--- src/rtl/ram2.sv ---
// 16 x 4 single-port scratch-pad RAM: registered read port, write-first on a
// same-address write, and a synchronous active-low reset that clears every word.
module ram2 #(
  parameter int DATA_WIDTH = 4,
  parameter int ADDR_WIDTH = 4
) (
  input  logic                  clk,
  input  logic                  rst,
  input  logic [DATA_WIDTH-1:0] dataIN,
  output logic [DATA_WIDTH-1:0] dataOUT,
  input  logic                  WR,
  input  logic [ADDR_WIDTH-1:0] addr
);

  localparam int DEPTH = 2 ** ADDR_WIDTH;

  logic [DATA_WIDTH-1:0] mem [DEPTH];

  // Clearing reset needs every word on a flop, so this is a register file rather than a RAM macro.
  always_ff @(posedge clk) begin
    if (!rst) begin
      for (int i = 0; i < DEPTH; i++) begin
        mem[i] <= '0;
      end
      dataOUT <= '0;
    end else if (WR) begin
      mem[addr] <= dataIN;
      dataOUT   <= dataIN;
    end else begin
      dataOUT <= mem[addr];
    end
  end

endmodule

--- config.mk ---
export PLATFORM = sky130hd
export DESIGN_NAME = ram2
export DESIGN_NICKNAME = d
export VERILOG_FILES = /design/src/rtl/ram2.sv
export SDC_FILE = /design/constraint.sdc
export NUM_CORES = 1
export LEC_CHECK = 0
export CAP_MARGIN = 40
export CORE_UTILIZATION = 54
export DETAILED_ROUTE_END_ITERATION = 16
export GPL_TIMING_DRIVEN = 0
export PLACE_DENSITY_LB_ADDON = 0.3
export SETUP_SLACK_MARGIN = 0.05
export SYNTH_ARGS = -nofsm -noshare
export SYNTH_HDL_FRONTEND = slang
export SYNTH_SLANG_ARGS = --single-unit
--- constraint.sdc ---
create_clock -name clk -period 1.6 [get_ports clk]
set_input_delay 0.24 -clock clk [delete_from_list [all_inputs] [get_ports clk]]
set_output_delay 0.24 -clock clk [all_outputs]
set_load 0.005 [all_outputs]
==> results of run 1 <==
## timing repair
item | CTS | global route
resized for setup | 39 | 10
endpoints found under the setup margin | 90 | 67
buffers inserted | 4 | 0
cloned | 0 | 0
pin swaps | 2 | 0
## logic make-up after synthesis
group	count (synthesis)	synth area share
AOI/OAI and AO/OA	44	0.0784
buffers and inverters	17	0.0331
DFF	68	0.615
and+or+nand+nor	93	0.171
muxes	28	0.103
## flip-flops by register name, indices dropped and copies added (netlist names)
name     count
dataOUT      4
mem         64
## layer usage
layer	part of all wire	vias up	global-route usage
met2	0.49	99	0.391
met4	0.015	0	0.107
met1	0.41	1016	0.343
met3	0.083	10	0.0583
li1	-	981	-
met5	0	-	0
## power groups by stage
stage	sequential, mW	combinational, mW	clock [mW]
detailed placement	2.12	0.332	0
CTS	2.08	0.360	1.21
global route	2.09	0.400	1.28
finish	2.08	0.375	1.19
floorplan	2.10	0.206	0
global placement	2.11	0.324	0
## path summary, 6_finish.rpt
path	start	to	slack [ns]	cells after the start
worst min register to register	mem[0][2]	dataOUT[2]	0.77	3
worst max-delay path	addr[0]	dataOUT[1]	0.04	6
worst min-delay path	addr[3]	dataOUT[2]	0.51	4
worst max register to register	mem[2][1]	dataOUT[1]	0.30	3
## metrics by stage
| step | TNS [ns] | instance area [sq um] | cells | util |
|---|---|---|---|---|
| after global routing | 0 | 3780 | 354 | 0.670 |
| after floorplan | 0 | 3260 | 250 | - |
| final | 0 | 3780 | 354 | 0.670 |
| after global placement | -52.36 | 3470 | 334 | 0.614 |
| after detailed placement | -58.11 | 3470 | 334 | 0.614 |
| after CTS | 0 | 3740 | 354 | 0.663 |
## area by class of cell
cell class,count,area share
clock inverter,2,0.00265
timing repair buffer,16,0.0407
tap,72,0.0238
inverter,1,0.000992
buffer,16,0.0294
sequential,68,0.529
multi-input combinational,165,0.333
clock buffer,14,0.0404
## critical path, delay by kind of cell
family	cells	cell delay, ns
buffers and inverters	2	0.69
and+or+nand+nor	1	0.19
AOI/OAI and AO/OA	3	0.69
## cell usage in the layout (no fill, tap or decap), types with 2 or more instances in the layout
master / n
sky130_fd_sc_hd__mux4_2: 3
sky130_fd_sc_hd__clkdlybuf4s50_1: 9
sky130_fd_sc_hd__buf_2: 3
sky130_fd_sc_hd__edfxtp_1: 64
sky130_fd_sc_hd__a221oi_1: 4
sky130_fd_sc_hd__buf_6: 2
sky130_fd_sc_hd__o22ai_1: 4
sky130_fd_sc_hd__clkbuf_8: 10
sky130_fd_sc_hd__nor2_1: 11
sky130_fd_sc_hd__clkbuf_1: 9
sky130_fd_sc_hd__o21ai_4: 6
sky130_fd_sc_hd__a21oi_1: 8
sky130_fd_sc_hd__o21ai_2: 10
sky130_fd_sc_hd__dlymetal6s2s_1: 2
sky130_fd_sc_hd__nand4b_1: 2
sky130_fd_sc_hd__o221ai_1: 4
sky130_fd_sc_hd__nor2_2: 4
sky130_fd_sc_hd__o21ai_1: 4
sky130_fd_sc_hd__buf_4: 8
sky130_fd_sc_hd__mux2i_1: 24
sky130_fd_sc_hd__dfxtp_1: 4
sky130_fd_sc_hd__o21ai_0: 4
sky130_fd_sc_hd__and2_1: 65
sky130_fd_sc_hd__clkinv_2: 2
==> flow_summary_export.csv, run 1 <==
group,metric,value,unit
clock_tree,htreeDepth,3,
layout,fillers,401,
global_route,grt_pass1_wl,11.1,mm
logic_synthesis,synth_top_area_cell,"sky130_fd_sc_hd__edfxtp_1",
floorplan,die_w,79.6,microns
clock_tree,cts_root_buffer,"sky130_fd_sc_hd__clkbuf_8",
pwr,power_switching,844,uW
logic_synthesis,postSynthCellCount,250,
pwr,power.total,3.64,mW
timing,hold-worst-slack,0.506,ns
place,preCtsSetupSlack,-0.742,ns
logic_synthesis,post-synth-top-count-cell,"sky130_fd_sc_hd__and2_1",
logic_synthesis,synth.ff_latch_count,68,
pwr,vdd.ir_drop.worst,0.643,mV
clock_tree,postCtsHoldBufs,0,
detailed_routing,dr_total_vias,2106,
pwr,combPwrFrac,0.103,
logic_synthesis,postSynthNetCount,261,
timing,tightestPinTransition,0.803,ns
timing,worst_slew_margin_rel,0.465,
floorplan,die_y,79.6,microns
critical_path,worstSetupEndpointType,"register",
floorplan,rows,27,
pwr,power.share.sequential,0.570,
detailed_routing,via_density_per_instance,5.95,
pwr,p_int,2.80,mW
detailed_routing,drt_wl_total,6.98,mm
logic_synthesis,synth_top_flop_cell,"sky130_fd_sc_hd__edfxtp_1",
pwr,p_leak,1.36,nW
global_route,grt_util_all_layers,0.253,
clock_tree,worstSkewPairLatency,0.34,ns
layout,layout.area.seq,2000,sq um
detailed_routing,detail_route.first_pass.iterations,4,
logic_synthesis,ys_top_cells_by_area,"sky130_fd_sc_hd__edfxtp_1 59%, sky130_fd_sc_hd__and2_1 12%, sky130_fd_sc_hd__mux2i_1 7.4%",
logic_synthesis,synth.yosys.seq_area_share,0.615,
critical_path,worst_setup_path_start_kind,"primary input",
global_route,grt_overflow,0,
layout,nets,288,
logic_synthesis,synth_warnings,0,
outcome,run_status,"finished, final reports clean",
timing,post-route-worst-setup-slack,0.0450,ns
logic_synthesis,synth.avg_cell_area,13.0,sq um
timing,min_period,1.56,ns
timing,rsz0062_at_grt,"true",
critical_path,worstPathRequired,1.85,ns
place,number_of_input_and_output_port_buffers_inserted,12,
clock_tree,max-clock-path-buffers,2,
floorplan,die_area,6340,sq um
timing,fin_crit_sh,0.972,
hold_path,worst_hold_path_type,"primary input to register",
critical_path,critical_path.max_fanout,10,
critical_path,worst-setup-path-type,"primary input to register",
pwr,clock_power_share,0.327,
logic_synthesis,yosys.area.top_type_share,0.590,
detailed_routing,drt_first_iter_violations,319,
timing,timing.final.max_slew_violations,0,
global_route,grt_max_degree,11,
global_route,antenna_found_initial,0,
logic_synthesis,synth.cell_area,3260,sq um
logic_synthesis,synth-edff-count,64,
clock_tree,clk_pin_slew,0.07,ns
clock_tree,clkSinkCount,68,
critical_path,cp_slowest_cell,"sky130_fd_sc_hd__clkdlybuf4s50_1",
floorplan,core-area,5640,sq um
layout,flow.area_growth_from_synthesis,16.2,%
detailed_routing,post-route-drc-count,0,
critical_path,timing.critical_path.cells,"clkdlybuf4s50_1 -> buf_2 -> and2_1 -> a221oi_1 -> o21ai_1 -> a21oi_1",
detailed_routing,avgRoutedWirePerCell,19.7,microns
timing,timing.clock.skew,0.00633,ns
job,max_cap_viol_count,0,
place,detailed_place_hpwl,4.75,mm
timing,setup_viol_count_final,0,
critical_path,cp.arrival,1.81,ns
logic_synthesis,synthArstFlopShare,0,
logic_synthesis,netlist-cell-type-count,30,
timing,hold_viol_final,0,
layout,drive_gt1_frac,0.188,
place,finalWeightedCongestion,0.823,
layout,antenna-diode-count,0,
logic_synthesis,yosys-top-cells-count,"65 x sky130_fd_sc_hd__and2_1, 64 x sky130_fd_sc_hd__edfxtp_1, 24 x sky130_fd_sc_hd__mux2i_1",
pwr,power.density_cell_area,963,nW/um^2
layout,area_used_by_multi_input_combinational_logic,1260,sq um
detailed_routing,route.antenna.remaining_nets,0,
global_route,first_global_vias,2079,
critical_path,worst_path_largest_cell_delay,0.47,ns
clock_tree,tritoncts,"done",
floorplan,initial_utilization,0.577,
timing,achievable-frequency,0.643,GHz
clock_tree,cts_made_buffers,9,
pwr,swShare,0.232,
floorplan,design.portCount,15,
Note: power is estimated with default switching activity, not from simulation.
==> inputs of run 2 (changes only) <==
--- a/config.mk
+++ b/config.mk
@@ -9,6 +9,7 @@
 export CORE_UTILIZATION = 54
 export DETAILED_ROUTE_END_ITERATION = 16
 export GPL_TIMING_DRIVEN = 0
+export HOLD_SLACK_MARGIN = 0.03
 export PLACE_DENSITY_LB_ADDON = 0.3
 export SETUP_SLACK_MARGIN = 0.05
 export SYNTH_ARGS = -nofsm -noshare
==> results of run 2 <==
No change in the layout: final DEF, timing and power equal those of run 1.
==> RTL edit 1: new RTL, config.mk and constraints of run 1 <==
Set the parameter `DATA_WIDTH` to 5 (it was 4).
--- a/src/rtl/ram2.sv
+++ b/src/rtl/ram2.sv
@@ -3,3 +3,3 @@
 module ram2 #(
-  parameter int DATA_WIDTH = 4,
+  parameter int DATA_WIDTH = 5,
   parameter int ADDR_WIDTH = 4
Ports: changed (resized dataIN and dataOUT); port bits go from 15 to 17. The function was not compared with the original's and may differ.
==> RTL edit 1 against run 1 <==
Largest power group unchanged; critical path type unchanged; sequential cell count increased by 17; register-to-register slack got worse by 0.11 ns; sequential power increased by 25%; first-iteration DRC count decreased by 36%; routed wire length increased by 23%; power increased by 23%; final cell count increased by 23%; area after synthesis increased by 25%; highest routed layer unchanged; die area increased by 24%; worst setup slack improved by 0.049 ns; design area increased by 24%.
==> RTL edit 1: results (changes against run 1) <==
Syn. warnings 0 (unchanged); GR Util met2 38.95% (-0.19 points); GR Util met3 5.224% (-0.60 points); Clk power 0.00142 W (+19%); GRT Overall Usage 24.74% (-0.54 points); worst hold slack 0.3388 ns (-0.1672 ns); dpl cell area 4308 um^2 (+24%); Via Count 2458 (+17%); share of the synthesized area in the top cell type 59.26% (+0.23 points); syn nets 310 (+19%); met1 WL 3648 um (+27%); largest net degree at the start of global routing 14 (+3); layout cells sized above 1 20.60% (+1.8 points); drt total wl 8562 um (+23%); first-pass GRT wire length 13450 um (+21%); Reg2Reg Setup Slack 0.19 ns (-0.11 ns); nets 342 (+19%); Mapped Cells 298 (+19%); Net Sw Frac 22.44% (-0.74 points); number of buffers added on ports 13 (+1); synth top area cells edfxtp_1, and2_1, mux2i_1; Max Clock Skew 0.007025 ns (+0.0006986 ns); Comb power 0.000464 W (+24%); routed wl met3 509 um (-12%); highest metal used met4; Compound-Gate Fraction of Synth Area 5.494% (-2.3 points); Placed Cells 410 (+23%); status complete, no violations; via/cell ratio 5.664 (-4.8%); Post-Synth XOR/XNOR Area 0% (unchanged); leak pwr 1.662 nW (+22%); root buffer cell clkbuf_8; met2 wire length 4121 um (+21%); Post-DP HPWL 5958 um (+25%); post-synth cell types 32 (+6.7%); maximum vdd drop 476.9 uV (-26%); critical path arrival 1.54 ns (-0.27 ns); worst slack, placed -0.8257 ns (-0.08337 ns); largest registers mem x80, dataOUT x5; Post-synth top flop edfxtp_1; CTS Buf Count 9 (unchanged); top cells by count, synth and2_1, edfxtp_1, mux2i_1, o21ai_0, nor2_1; post-synthesis mux area share 11.85% (+1.6 points); met1 Resource Use GR 33.00% (-1.3 points); gpl congestion 0.8168 (-0.75%); Slew HR 45.58% (-0.88 points); Worst-path clk slew 0.07 ns (about the same); Post-synth EDFFs 80 (+25%); sequential fraction of the synthesis area 61.73% (+0.24 points); iteration-0 DRC count of the detailed router 204 (-36%); post-route clock period utilization 94.11% (-3.1 points)
==> RTL edit 1: path summary, 6_finish.rpt <==
path | cells past startpoint | endpoint | start
setup reg to reg | 4 | dataOUT[0] | mem[3][0]
hold reg to reg | 4 | dataOUT[0] | mem[4][0]
setup / recovery | 4 | mem[9][2] | addr[0]
hold / removal | 3 | dataOUT[2] | rst
==> RTL edit 1: area by class of cell <==
type,instances,area [um^2]
clock buffers,13,138.9
well taps,99,123.9
multi-input cells,192,1560
flip-flops and latches,85,2502
clock inverters,3,40.04
fillers,531,2555
plain buffers,20,137.6
repair buffers,21,191.4
inverters,1,3.754
==> RTL edit 1: what timing repair did <==
item	4_1_cts	5_1_grt
gates resized for setup	36	9
pin swaps	1	0
buffers inserted	7	0
setup endpoints to repair	107	78
==> RTL edit 1: critical path, stage by stage <==
cell,delay [ns]
clkdlybuf4s50_1,0.50
clkbuf_4,0.25
nand2b_2,0.26
o21ai_4,0.30
==> RTL edit 2: new RTL, settings of run 1 <==
Made on the original files. Make the reset (`rst`) asynchronous in one clocked block. Comments in the files are not updated.
--- a/src/rtl/ram2.sv
+++ b/src/rtl/ram2.sv
@@ -19,3 +19,3 @@
   // Clearing reset needs every word on a flop, so this is a register file rather than a RAM macro.
-  always_ff @(posedge clk) begin
+  always_ff @(posedge clk or negedge rst) begin
     if (!rst) begin
Formal check against the unedited RTL: differs if rst is asserted again (counterexample within 4 cycles, from zero or initial values and one cycle with rst low); with rst held inactive, the same outputs for 10 cycles.
==> RTL edit 2 against run 1 <==
Routed wire length decreased by 5.3%; count of clock-buffer cells in the layout unchanged; first-iteration DRC count decreased by 51%; sequential share of layout area decreased by 7.5 points; area after synthesis decreased by 1.4%; design area decreased by 0.86%; maximum frequency increased by 12%; sequential cell count unchanged; worst setup slack improved by 0.16 ns; register-to-register slack got worse by 0.08 ns; die area decreased by 1.4%; critical endpoint is now dataOUT[3]; largest cell class unchanged.
Power is not compared: it rests on default switching activity, and its combinational part moved more than twofold at a synthesized area within 25%.
==> RTL edit 2: results (changes against run 1) <==
number of buffers added on ports 13 (+1); leak pwr 1.641 nW; iteration-0 DRC count of the detailed router 155 (-51%); met2 wire length 3057 um (-11%); post-route clock period utilization 87.16% (-10 points); post-CTS setup buffers 2 (-2); drt total wl 6608 um (-5.3%); cts hold-fix bufs 1 (+1); root buffer cell clkbuf_8; GRT Overall Usage 24.61% (-0.67 points); first-pass GRT wire length 11120 um (+0.24%); synth top area cells dfrtp_1, mux2_2, mux2i_1; CP peak stage delay 0.49 ns (+0.02 ns); Reg-to-Reg End dataOUT[1]; met1 WL 3214 um (+12%); Post-Layout Inst Area 3750 um^2 (-0.86%); Max Clock Skew 0.007559 ns (+0.001232 ns); H-tree depth 3 (unchanged); worst hold slack 0.4342 ns (-0.07177 ns); Placed Cells 323 (-3.3%); GR Util met3 6.207% (+0.38 points); Reg2Reg Setup Slack 0.22 ns (-0.08 ns); worst slack, placed -0.5745 ns (+0.1678 ns); nets 277 (-3.8%); met1 Resource Use GR 34.80% (+0.54 points); vias in the first global route 2168 (+4.3%); status complete, no violations; Worst Hold Class input port to async pin; Detailed Routing Iterations Pass 1 6 (+2); Via Count 2020 (-4.1%); layout cells sized above 1 38.01% (+19 points); post-synth cell types 25 (-17%); post-synthesis mux area share 32.74% (+22 points); Mapped Cells 237 (-5.2%); syn nets 248 (-5.0%); share of the synthesized area in the top cell type 53.00% (-6.0 points); gpl congestion 0.8156 (-0.90%); Net Sw Frac 26.19%; Worst-Margin Slew 0.5566 ns (-0.2465 ns); routed wl met3 243 um (-58%); worst-path fanout max 1 (-9); sequential fraction of the synthesis area 53.00% (-8.5 points); post-synthesis async set-or-reset flop share 100.0% (+100 points); dpl cell area 3456 um^2 (-0.29%); highest metal used met4; critical path arrival 1.15 ns (-0.66 ns); post_cts resized 21 (-46%); CTS Buf Count 9 (unchanged); initial antenna violation count 0 (unchanged); Compound-Gate Fraction of Synth Area 3.741% (-4.1 points); top cells by count, synth dfrtp_1, mux2_2, mux2i_1; R2R cell count 3 (unchanged); worst reg2reg path startpoint mem[41]; crit path to dataOUT[3]; largest net degree at the start of global routing 69 (+58); Post-DP HPWL 4423 um (-6.9%); via/cell ratio 5.889 (-1.0%); GR Util met2 37.16% (-2.0 points); Crit. Startpoint dataOUT[3]
==> RTL edit 2: cell count changes after synthesis, moves of 5 or more <==
| cell | run 1 | this run |
|---|---|---|
| mux2_2 | 0 | 56 |
| mux2_1 | 0 | 8 |
| nor2_1 | 12 | 7 |
| nand3_1 | 1 | 7 |
| o21ai_0 | 20 | 0 |
| and2_1 | 65 | 0 |
| edfxtp_1 | 64 | 0 |
| dfrtp_1 | 0 | 68 |
==> RTL edit 2: cell type report <==
type                       instances  area, um^2
fill                             435        1858
sequential                        68        1702
multi-input combinational        155        1498
timing repair buffer              18       187.7
clock buffer                      14       152.6
buffer                            14       110.1
tap                               72       90.09
clock inverter                     2       10.01
==> RTL edit 2: power groups by stage <==
stage                     registers (W)  logic, W  clock network [W]
final                           0.00229  0.000850            0.00120
after global routing            0.00234  0.000936            0.00131
after CTS                       0.00229  0.000850            0.00122
after detailed placement        0.00233  0.000821                  0
after global placement          0.00230  0.000786                  0
after floorplan                 0.00227  0.000597                  0
